$ cat src/rtl/gray_ptr_sync.sv
// Brings a Gray-coded FIFO pointer into the local clock domain through a
// flop-only synchroniser, then derives a registered binary pointer, an advance
// pulse/count and a sticky flag for illegal multi-bit Gray steps.
module gray_ptr_sync #(
  parameter int ADDRESS_WIDTH = 4,
  parameter int SYNC_STAGES   = 2,
  parameter int CHECK_EN      = 1
) (
  input  logic                   CLK,
  input  logic                   RST,
  input  logic [ADDRESS_WIDTH:0] G_ptr,
  input  logic                   Err_Clr,
  output logic [ADDRESS_WIDTH:0] Sync_Gptr,
  output logic [ADDRESS_WIDTH:0] Sync_Bptr,
  output logic                   Ptr_Adv,
  output logic [ADDRESS_WIDTH:0] Adv_Cnt,
  output logic                   Gray_Err
);

  localparam int PW = ADDRESS_WIDTH + 1;
  localparam logic [PW-1:0] ONE = {{(PW-1){1'b0}}, 1'b1};

  logic [PW-1:0] sync_q [SYNC_STAGES];
  logic [PW-1:0] sync_d [SYNC_STAGES];
  logic [PW-1:0] bptr_q, bptr_d;
  logic [PW-1:0] prev_bptr_q, prev_bptr_d;
  logic [PW-1:0] prev_gray_q, prev_gray_d;
  logic [PW-1:0] cnt_q, cnt_d;
  logic          adv_q, adv_d;
  logic          err_q, err_d;

  logic [PW-1:0] sync_last;
  logic [PW-1:0] bin_new;
  logic [PW-1:0] gdiff;
  logic          changed;
  logic          multi_bit;

  always_comb begin
    sync_d[0] = G_ptr;
    for (int i = 1; i < SYNC_STAGES; i++) begin
      sync_d[i] = sync_q[i-1];
    end
    sync_last = sync_q[SYNC_STAGES-1];

    // Binary bit i is the XOR of all Gray bits at or above i.
    bin_new = '0;
    for (int i = 0; i < PW; i++) begin
      bin_new[i] = ^(sync_last >> i);
    end

    changed     = (bin_new != prev_bptr_q);
    bptr_d      = bin_new;
    prev_bptr_d = bin_new;
    prev_gray_d = sync_last;
    adv_d       = changed;
    cnt_d       = changed ? (bin_new - prev_bptr_q) : cnt_q;

    // More than one bit set in the Gray delta means a non-adjacent step.
    gdiff     = sync_last ^ prev_gray_q;
    multi_bit = |(gdiff & (gdiff - ONE));
    if (CHECK_EN != 0) begin
      err_d = (changed & multi_bit) | (err_q & ~Err_Clr);
    end else begin
      err_d = 1'b0;
    end
  end

  always_ff @(posedge CLK) begin
    if (!RST) begin
      for (int i = 0; i < SYNC_STAGES; i++) begin
        sync_q[i] <= '0;
      end
      bptr_q      <= '0;
      prev_bptr_q <= '0;
      prev_gray_q <= '0;
      cnt_q       <= '0;
      adv_q       <= 1'b0;
      err_q       <= 1'b0;
    end else begin
      for (int i = 0; i < SYNC_STAGES; i++) begin
        sync_q[i] <= sync_d[i];
      end
      bptr_q      <= bptr_d;
      prev_bptr_q <= prev_bptr_d;
      prev_gray_q <= prev_gray_d;
      cnt_q       <= cnt_d;
      adv_q       <= adv_d;
      err_q       <= err_d;
    end
  end

  assign Sync_Gptr = sync_q[SYNC_STAGES-1];
  assign Sync_Bptr = bptr_q;
  assign Ptr_Adv   = adv_q;
  assign Adv_Cnt   = cnt_q;
  assign Gray_Err  = err_q;

endmodule

$ cat config.mk
export PLATFORM = sky130hd
export DESIGN_NAME = gray_ptr_sync
export DESIGN_NICKNAME = d
export VERILOG_FILES = /design/src/rtl/gray_ptr_sync.sv
export SDC_FILE = /design/constraint.sdc
export NUM_CORES = 1
export LEC_CHECK = 0
export ABC_CLOCK_PERIOD_IN_PS = 3700
export BUFFER_PORTS_ARGS = -buffer_cell sky130_fd_sc_hd__buf_2
export CAP_MARGIN = 25
export CORE_MARGIN = 3
export CORE_UTILIZATION = 55
export CTS_CLUSTER_SIZE = 10
export DETAILED_ROUTE_END_ITERATION = 12
export PLACE_DENSITY = 0.81
export SETUP_SLACK_MARGIN = 0.05
export SLEW_MARGIN = 20
export SYNTH_ARGS = -nofsm -noshare
export SYNTH_HDL_FRONTEND = slang
export SYNTH_SLANG_ARGS = --single-unit
$ cat constraint.sdc
create_clock -name CLK -period 3.7 [get_ports CLK]
set_input_delay 0.555 -clock CLK [delete_from_list [all_inputs] [get_ports CLK]]
set_output_delay 0.555 -clock CLK [all_outputs]
set_load 0.01 [all_outputs]
==> run_results.csv <==
group,metric,value,unit
routing,vias_per_cell,5.01,
clock_network,cts-root-buf,"clkbuf_4",
finish,final_area,1260,um2
clock_network,htree_num_levels,1,
sta,relSlewSlack,72.6,%
setup_path,critPathKind,"reg -> reg",
power_and_ir_drop,total_leakage_power,0.581,nW
sta,fin_crit,2.57,ns
clock_network,cts_buffer_depth,2,
logic_synthesis,synthesis.nets,112,
placed_design,place_congestion,0.782,
floorplanning,chipWidth,50.3,um
run_status,status,"complete, no violations",
setup_path,crit_slowest_cell,"xor3_2",
logic_synthesis,yosys_warnings,0,
finish,seq_area,520,um2
finish,drive_above_1_share,29.3,%
clock_network,clock_sinks,26,
setup_path,cp.arrival,2.81,ns
power_and_ir_drop,ir_worst_vdd,0.394,mV
logic_synthesis,syn_area,1080,um2
setup_path,cp-start-kind,"register",
finish,diodes,0,
floorplanning,die_h,50.3,um
grt,antenna_found_initial,0,
grt,grt_usage,17.5,%
routing,drt-total-wl,1.82,mm
grt,grt_pass1_wl,3.33,mm
setup_path,max_stage_delay,0.52,ns
grt,grt_max_degree,21,
floorplanning,coreArea,1780,um2
logic_synthesis,ys_seq_elements,26,
sta,setup_ws,1.13,ns
routing,ant_nets,0,
finish,syn_to_final_growth,16.8,%
min_path,hp-class,"in -> reg",
logic_synthesis,ys_seq_area_share,48.3,%
placed_design,place_area,1210,um2
sta,setup_viol,0,
setup_path,required,3.94,ns
finish,finalNonFillerCells,148,
logic_synthesis,syn_inst,99,
clock_network,ctsHoldBuffers,0,
routing,drtIter0Drc,1,
clock_network,cts_tree,"built",
clock_network,cts_setup_buffers,0,
logic_synthesis,synth_edf_count,0,
routing,num_vias,741,
clock_network,cts_resized,0,
routing,post_drt_wl_per_cell,12.3,um
floorplanning,initial_core_util,60.5,%
sta,tightest_slew,0.408,ns
sta,holdWs,0.415,ns
floorplanning,fp-row-count,15,
job,max_cap_violations,0,
placed_design,place_inst,144,
sta,drv_slew,0,
clock_network,worstSkewPairLatency,0.33,ns
sta,hold_viol,0,
power_and_ir_drop,power,0.663,mW
sta,rsz0062_at_grt,"no",
finish,multi_input_area,517,um2
finish,finish.utilization,70.7,%
routing,dr.pass1.iters,2,
clock_network,numCtsBuffers,3,
routing,drcViolationCount,0,
finish,nNetsFinal,137,
floorplanning,num_io_pins,25,
clock_network,path_clk_slew,0.14,ns
sta,fmax,0.389,GHz
placed_design,dpl.hpwl,1.35,mm
sta,fin_crit_sh,69.4,%
setup_path,cp_cell_sequence,"xor3_2 > xnor2_4 > xor2_2 > ha_1 > fa_1 > nor2b_1 > o21a_1 > o211ai_1 > and4b_1",
placed_design,port_buffers,24,
finish,fillCellCount,129,
logic_synthesis,synth.avg_cell_area,10.9,um2
logic_synthesis,ys.flop_type,"dfxtp_1",
logic_synthesis,synth_cell_types,34,
placed_design,pre_cts_ws,1.17,ns
setup_path,path_max_fanout,4,
sta,setup_tns,0,ns
sta,skew,0.00310,ns
floorplanning,dieArea,2530,um2
grt,grt_pass1_vias,780,
logic_synthesis,ys_async_sr_fraction,0,%
power_and_ir_drop,power.density,526,nW/um2
setup_path,cp-end-kind,"register",
grt,globalRoute.totalOverflow,0,
-- flip-flops by register name, summed over array words and instances (netlist names) --
| name | cells |
|---|---|
| sync_q | 10 |
| Adv_Cnt | 5 |
| prev_gray_q | 5 |
| prev_bptr_q | 4 |
| Gray_Err | 1 |
| Ptr_Adv | 1 |
-- synth_stat cells, drive strengths merged, types with 2 or more instances --
cell	instances	area (um2)
nor2	4	17.5
o211ai	3	22.5
nand2	3	13.8
dfxtp	26	521
and2	17	109
nor3	3	15.0
nor2b	2	12.5
o21a	2	15.0
a21oi	3	15.0
nand3	2	10.0
inv	5	18.8
clkbuf	2	7.51
xor2	2	25.0
ha	4	50.1
buf	2	15.0
xnor2	7	87.6
-- logic make-up (layout without fill, tap and decap cells) --
kind of cell | Yosys count | in the layout | share of synthesized area [%]
mux | 1 | 1 | 0.928
xor+xnor | 10 | 10 | 12.8
flops | 26 | 26 | 48.3
compound gates | 12 | 12 | 7.77
fa+ha+maj | 5 | 5 | 6.50
buf+inv | 9 | 33 | 3.83
simple gates | 36 | 36 | 20.0
-- area by class of cell --
cell class / instances / area share [%]
Clock buffer: 3 / 1.79
Clock inverter: 1 / 2.38
Inverter: 5 / 1.49
Multi-Input combinational cell: 64 / 41.0
Sequential cell: 26 / 41.3
Tap cell: 25 / 2.48
Timing Repair Buffer: 24 / 9.53
-- per-layer routing --
layer | global-route usage, % | wire (um) | up-vias
li1 | - | - | 374
met1 | 19.5 | 786 | 342
met2 | 28.7 | 911 | 21
met3 | 4.15 | 90 | 4
met4 | 12.9 | 37 | 0
met5 | 0 | 0 | -
-- placed cells by master (no fill, tap or decap), drive strengths merged, types with 3 or more instances in the layout --
master   n
nor2     4
buf     24
nand2    3
and2    17
nor3     3
xnor2    7
dfxtp   26
a21oi    3
o211ai   3
ha       4
clkbuf   3
inv      5
-- worst max-delay path: cells and delay by family, from the launching register on --
family                     cells  cell delay [ns]
DFF                            1             0.40
adders and majority gates      2             0.63
xor gates and xnor gates       3             0.88
AOI/OAI and AO/OA              2             0.22
and+or+nand+nor                2             0.34
-- final timing paths --
kind	startpoint	endpoint	slack [ns]	depth (start not counted)
setup / recovery	sync_q[0][7]	Adv_Cnt[4]	1.13	9
hold / removal	G_ptr[3]	sync_q[0][3]	0.41	2
setup reg to reg	sync_q[0][7]	Adv_Cnt[4]	1.13	9
hold reg to reg	sync_q[0][4]	sync_q[0][9]	0.45	1
-- power breakdown --
| group | leakage (nW) | total [mW] | switching, mW | internal [mW] |
|---|---|---|---|---|
| combinational | 0.338 | 0.148 | 0.0770 | 0.0714 |
| clock | 0.0279 | 0.195 | 0.0850 | 0.110 |
| sequential | 0.215 | 0.320 | 0.0136 | 0.306 |
| total | 0.581 | 0.663 | 0.176 | 0.487 |
Power figures use the tool's default switching activity.
